### src/rtl/wb_defs.sv
// wb_defs: shared Wishbone constants and DMA copy state encoding
package wb_defs;
   typedef enum logic [2:0] {IDLE, RD, RGAP, WR, WGAP, FIN, ABORT} state_t;
   localparam logic [2:0] CTI_CLASSIC = 3'b000;
   localparam logic [3:0] SEL_ALL = 4'hF;
endpackage

### src/rtl/wb_dma_copy.sv
// wb_dma_copy: word-by-word Wishbone memory copy engine with ack timeout
module wb_dma_copy
   import wb_defs::*;
#(
   parameter int TIMEOUT = 1023
) (
   input  logic        sys_clk,
   input  logic        sys_rst,
   input  logic        start_i,
   input  logic [31:0] src_i,
   input  logic [31:0] dst_i,
   input  logic [15:0] len_i,
   output logic        busy_o,
   output logic        done_o,
   output logic        err_o,
   output logic [31:0] m_adr_o,
   output logic [31:0] m_dat_o,
   output logic [2:0]  m_cti_o,
   output logic [3:0]  m_sel_o,
   output logic        m_we_o,
   output logic        m_cyc_o,
   output logic        m_stb_o,
   input  logic [31:0] m_dat_i,
   input  logic        m_ack_i
);
   localparam int TW = $clog2(TIMEOUT + 1);
   localparam logic [TW-1:0] TMAX = TW'(TIMEOUT);

   state_t        state_q, state_d;
   logic [31:0]   src_q, src_d, dst_q, dst_d, data_q, data_d;
   logic [15:0]   cnt_q, cnt_d;
   logic [TW-1:0] tmo_q, tmo_d;
   logic          done_q, err_q;
   logic          stb, ack;

   // the strobe is withdrawn as soon as the stall counter saturates
   assign stb = (state_q == RD || state_q == WR) && tmo_q != TMAX;
   assign ack = stb && m_ack_i;

   assign busy_o  = state_q != IDLE;
   assign done_o  = done_q;
   assign err_o   = err_q;
   assign m_cyc_o = stb;
   assign m_stb_o = stb;
   assign m_we_o  = stb && state_q == WR;
   assign m_adr_o = state_q == WR ? dst_q : src_q;
   assign m_dat_o = data_q;
   assign m_cti_o = CTI_CLASSIC;
   assign m_sel_o = SEL_ALL;

   // next-state, pointer, count and stall-counter logic
   always_comb begin
      state_d = state_q;
      src_d   = src_q;
      dst_d   = dst_q;
      data_d  = data_q;
      cnt_d   = cnt_q;
      case (state_q)
         IDLE:
            if (start_i) begin
               src_d   = {src_i[31:2], 2'b00};
               dst_d   = {dst_i[31:2], 2'b00};
               cnt_d   = len_i;
               state_d = len_i == 16'd0 ? FIN : RD;
            end
         RD:
            if (ack) begin
               data_d  = m_dat_i;
               state_d = RGAP;
            end else if (!stb) begin
               state_d = ABORT;
            end
         RGAP: state_d = WR;
         WR:
            if (ack) begin
               src_d   = src_q + 32'd4;
               dst_d   = dst_q + 32'd4;
               cnt_d   = cnt_q - 16'd1;
               state_d = WGAP;
            end else if (!stb) begin
               state_d = ABORT;
            end
         WGAP:    state_d = cnt_q == 16'd0 ? FIN : RD;
         default: state_d = IDLE;
      endcase
      tmo_d = state_d != state_q ? '0 : (stb && !m_ack_i) ? tmo_q + TW'(1) : tmo_q;
   end

   // state registers; completion and abort pulses are registered from FIN/ABORT
   always_ff @(posedge sys_clk) begin
      if (!sys_rst) begin
         state_q <= IDLE;
         src_q   <= '0;
         dst_q   <= '0;
         data_q  <= '0;
         cnt_q   <= '0;
         tmo_q   <= '0;
         done_q  <= 1'b0;
         err_q   <= 1'b0;
      end else begin
         state_q <= state_d;
         src_q   <= src_d;
         dst_q   <= dst_d;
         data_q  <= data_d;
         cnt_q   <= cnt_d;
         tmo_q   <= tmo_d;
         done_q  <= state_q == FIN;
         err_q   <= state_q == ABORT;
      end
   end
endmodule

### config.mk
export PLATFORM = sky130hd
export DESIGN_NAME = wb_dma_copy
export DESIGN_NICKNAME = d
export VERILOG_FILES = /design/src/rtl/wb_defs.sv /design/src/rtl/wb_dma_copy.sv
export SDC_FILE = /design/constraint.sdc
export NUM_CORES = 1
export LEC_CHECK = 0
export ABC_CLOCK_PERIOD_IN_PS = 4420
export CORE_ASPECT_RATIO = 1.1
export CORE_MARGIN = 1.5
export CORE_UTILIZATION = 44
export CTS_CLUSTER_SIZE = 10
export DETAILED_ROUTE_END_ITERATION = 10
export PLACE_DENSITY = 0.74
export SLEW_MARGIN = 20
export SYNTH_ARGS = -nofsm -noshare
export SYNTH_HDL_FRONTEND = slang
export SYNTH_SLANG_ARGS = --single-unit
### constraint.sdc
create_clock -name sys_clk -period 4.42 [get_ports sys_clk]
set_input_delay 0.663 -clock sys_clk [delete_from_list [all_inputs] [get_ports sys_clk]]
set_output_delay 0.663 -clock sys_clk [all_outputs]
set_load 0.005 [all_outputs]
Word level (Yosys, flattened, before mapping)
Cells that the tools add are included.
Word-level totals
  logic and storage cells: 54
  flip-flop bits (word level): 127
  output and inout port bits: 77
Cells by class
  mux-type cells: 17
  reductions and logical operators: 14
  bitwise operators: 1
  add/subtract/negate cells: 4
  equality and inequality tests: 10
Operators by type and width (number)
  32-bit 2-to-1 mux: 5
  32-bit case mux with 2 select lines: 2
  32-bit by 3-bit adder with 32-bit output (second input constant): 2
  16-bit zero test: 2
  16-bit 2-to-1 mux: 2
  16-bit case mux with 2 select lines: 1
  3-bit 2-to-1 mux: 6
  16-bit by 1-bit subtractor with 16-bit output (second input constant): 1
  3-bit case mux with 5 select lines: 1
  10-bit by 1-bit adder with 10-bit output (second input constant): 1
  10-bit inequality test (second input constant): 1
  3-bit equality test (second input constant): 3
  3-bit by 2-bit equality test with 1-bit output (second input constant): 2
  1-bit logical AND: 4
  2-bit inequality test (second input constant): 2
  3-bit by 1-bit equality test with 1-bit output (second input constant): 1
  3-bit zero test: 1
  3-bit inequality test: 1
  3-bit AND reduction: 1
  3-bit nonzero test: 1
  2-bit AND reduction: 1
  2-bit nonzero test: 1
  2-bit OR reduction: 1
  1-bit zero test: 1
  other kinds (2): 2

Logic depth before layout (Yosys ltp)
  word-level depth: 8
  gate-level depth with buffers: 9
  depth with buffers taken out: 7

Worst setup path before layout
No wires, ideal clock.
  path kind: register to output
  start: register state_q[1]
  end: output port m_adr_o[21]
  setup slack: 2.087 ns
  buffers on the path: 4
  arrival: 1.670 ns
  stages on the path, launching flop included: 8
  required time: 3.757 ns
  cells stage by stage: dfxtp_1 -> clkbuf_1 -> nand3b_1 -> clkbuf_1 -> buf_1 -> buf_1 -> nand2_1 -> nand2_1
Between the ends
  longest elaborated chain between the ends: 2
Ends and longest elaborated chain
  start: declaration: line wb_dma_copy.sv:29  | state_t state_q, state_d;
  start signal: assignment: line wb_dma_copy.sv:101  | state_q <= state_d;
  3-bit by 2-bit equality test with 1-bit output: line wb_dma_copy.sv:46  | assign m_adr_o = state_q == WR ? dst_q : src_q;
  32-bit 2-to-1 mux: line wb_dma_copy.sv:46
  end: declaration: line wb_dma_copy.sv:16  | output logic [31:0] m_adr_o,
Every way passes these cells.

Worst setup path in the final report
  start: register state_q[2]
  end: output port m_adr_o[27]
Same word-level chain as after synthesis.

==> impl_metrics.json <==
{
  "syn_area_um2": 7120,
  "rr_endpoint": "src_q[10]",
  "hp-class": "flop to flop",
  "wl_per_cell_um": 16.6,
  "worstReg2RegStart": "tmo_q[0]",
  "dp_cells": 1326,
  "ys.flop_type": "dfxtp_1",
  "post_cts_buffers": 0,
  "diodes": 0,
  "synthArstFlopShare_pct": 0,
  "final_common_cell": "nand2_1",
  "rsz0062_at_grt": "no",
  "cts_hold_buf": 0,
  "drc": 0,
  "netlist_instances": 1015,
  "ios": 193,
  "slew_headroom_pct": 30.6,
  "cts_tree": "yes",
  "cts_sinks": 123,
  "seq_power_share_pct": 37.7,
  "antenna_left": 0,
  "seq_area_frac_synth_pct": 34.6,
  "crit_required_ns": 3.76,
  "die_h_um": 136,
  "finalSetupViolations": 0,
  "die_w_um": 124,
  "worstPathMaxFanout": 53,
  "ys_ff_latch": 123,
  "coreArea_um2": 15700,
  "syn_avg_cell_area_um2": 7.01,
  "worstSetupEndpointType": "output port",
  "cp_slowest_cell": "clkdlybuf4s50_1",
  "fin_cells": 1359,
  "nets": 1267,
  "globalplace.congestion": 0.869,
  "clk_pin_slew_ns": 0.05,
  "viasPerCell": 5.83,
  "ys_types": 71,
  "ctsHtreeMaxLevel": 4,
  "rows": 48,
  "reg2reg_depth": 9,
  "grt_overflow": 0,
  "finClkSkew_ns": 0.0115,
  "period_minus_slack_ns": 3.41,
  "grt_use_total_pct": 26.2,
  "drt_iter0_markers": 828,
  "power_density_nw_per_um2": 357,
  "holdPathEnd": "m_dat_o[23]",
  "initial_core_util_pct": 45.2,
  "comb_power_share_pct": 17.6,
  "root_buffer": "clkbuf_16",
  "path_buf_inv": 2,
  "timing.fmax_mhz": 293,
  "tightest_slew_ns": 1.03,
  "hold_violations": 0,
  "status": "complete, no violations",
  "grt_pass1_wl_mm": 36.2,
  "hold_depth": 2,
  "grt_max_degree": 80,
  "drt_first_pass_iters": 5,
  "ctsLongestPathBuffers": 2,
  "p_sw_uw": 906,
  "cts_buffers": 17,
  "leakage_uw": 0.00348,
  "slowest_delay_ns": 0.57,
  "synth_edf_count": 0,
  "antenna_found_initial": 0,
  "grt_pass1_vias": 7061,
  "p_clk_share_pct": 44.7,
  "area_growth_pct": 35.4,
  "setup_tns_ns": 0,
  "crit_chain": "nand3b_1 -> buf_4 -> nand2_1 -> o21ai_0 -> clkdlybuf4s50_1",
  "vias": 7923,
  "layout_common_cells": "235 x nand2_1, 178 x clkdlybuf4s50_1, 123 x dfxtp_1, 100 x a21oi_1, 81 x nor2_1",
  "min_from": "m_dat_o[23]",
  "cts_resized": 0,
  "period_share_pct": 77.2,
  "die_area_um2": 16900,
  "r2r_slack_ns": 1.64,
  "ir_drop_uv": 279,
  "hpwl_mm": 15.2,
  "cp_top_family": "buffers and inverters",
  "port_buffers": 179,
  "wirelength_mm": 22.6,
  "yosysWarnings": 0,
  "switching_share_pct": 26.4,
  "arrival_ns": 2.75,
  "crit_type": "flop to output port",
  "drv_cap": 0,
  "finalMaxSlewViolations": 0,
  "intPower_uw": 2530,
  "insertion_delay_ns": 0.43,
  "critical_path.startpoint_type": "flop",
  "drive_gt1_share_pct": 5.87
}
-- routing by layer --
metal	wire, um	up-vias	GRT usage, %
li1	-	3912	-
met1	10000	3629	36.0
met2	10300	343	40.4
met3	1730	39	5.59
met4	500	0	10.2
met5	0	-	0
-- power by group through the flow --
stage	sequential (uW)	combinational [uW]	clock, uW
global route	1310	661	1600
CTS	1290	594	1550
detailed placement	1320	590	0
finish	1300	604	1540
global placement	1310	584	0
floorplan	1280	331	0
-- worst max-delay path by stage --
stage | startpoint | endpoint | slack (ns) | depth (start not counted)
3_3_place_gp | m_ack_i | src_q[10] | 1.14 | 8
3_5_place_dp | m_ack_i | src_q[10] | 1.10 | 8
6_report | state_q[2] | m_adr_o[27] | 1.01 | 5
2_1_floorplan | state_q[1] | m_adr_o[21] | 2.09 | 7
5_1_grt | state_q[2] | m_adr_o[27] | 0.89 | 5
4_1_cts | state_q[2] | m_adr_o[27] | 1.05 | 5
-- kinds of logic after synthesis --
kind of cell	synth area share, %
buffers and inverters	5.92
xor gates and xnor gates	1.11
AOI/OAI and AO/OA	25.5
adders and majority gates	0.879
and+or+nand+nor	31.6
DFF	34.6
other	0.106
muxes	0.299
-- layout make-up --
cell class,count,area [um^2]
Clock buffer,26,519
Clock inverter,6,130
Fill cell,1434,6100
Inverter,11,41.3
Multi-Input combinational cell,800,4290
Sequential cell,123,2460
Tap cell,200,250
Timing Repair Buffer,193,1940
-- registers in the layout, summed over array words and instances, names as in the netlist --
signal / flops
state_q: 3
err_o: 1
cnt_q: 16
tmo_q: 10
src_q: 30
dst_q: 30
done_o: 1
m_dat_o: 32
-- synth_stat cells (all sizes together) (3+ instances only) --
cell / number / area [um^2]
a22oi: 8 / 60.1
a21boi: 6 / 45.0
clkbuf: 64 / 241
o221a: 4 / 45.0
buf: 24 / 139
a22o: 3 / 26.3
and4: 9 / 80.1
a31oi: 16 / 100
nand4: 25 / 163
o31ai: 7 / 52.6
nor4: 24 / 156
dfxtp: 123 / 2460
a211oi: 12 / 90.1
ha: 5 / 62.6
nand3: 32 / 160
and3: 14 / 87.6
or3: 13 / 81.3
o21ai: 55 / 275
o221ai: 3 / 26.3
inv: 10 / 37.5
a311oi: 10 / 93.8
o31a: 4 / 35.0
or4: 3 / 26.3
or2: 4 / 25.0
o22ai: 13 / 81.3
xnor2: 6 / 52.6
o41ai: 5 / 43.8
o21a: 11 / 82.6
nor3b: 4 / 30.0
a21oi: 100 / 500
and2: 6 / 37.5
xor2: 3 / 26.3
nor2: 82 / 308
nor3: 30 / 150
o211ai: 5 / 37.5
nand2: 235 / 882
-- worst register-to-register path: stages (launching register included) --
cell and delay [ns]:
dfxtp_1 0.39, ha_1 0.21, and4_1 0.36, a31oi_1 0.12, buf_4 0.22, nor2_4 0.59
buf_16 0.25, buf_4 0.23, a21oi_1 0.06, o221a_2 0.24
-- through the flow --
| stage | worst slack (ns) | utilization, % | area [um^2] | hold WS [ns] | power, uW |
|---|---|---|---|---|---|
| finish | 1.01 | 61.2 | 9630 | 0.451 | 3440 |
| global placement | 1.14 | 56.9 | 8950 | 0.441 | 1900 |
| CTS | 1.05 | 61.0 | 9600 | 0.453 | 3440 |
| detailed placement | 1.10 | 56.9 | 8950 | 0.446 | 1910 |
| floorplan | 2.09 | - | 7140 | 0.443 | 1620 |
| global route | 0.892 | 61.2 | 9630 | 0.464 | 3580 |
(Power assumes the default switching activity.)
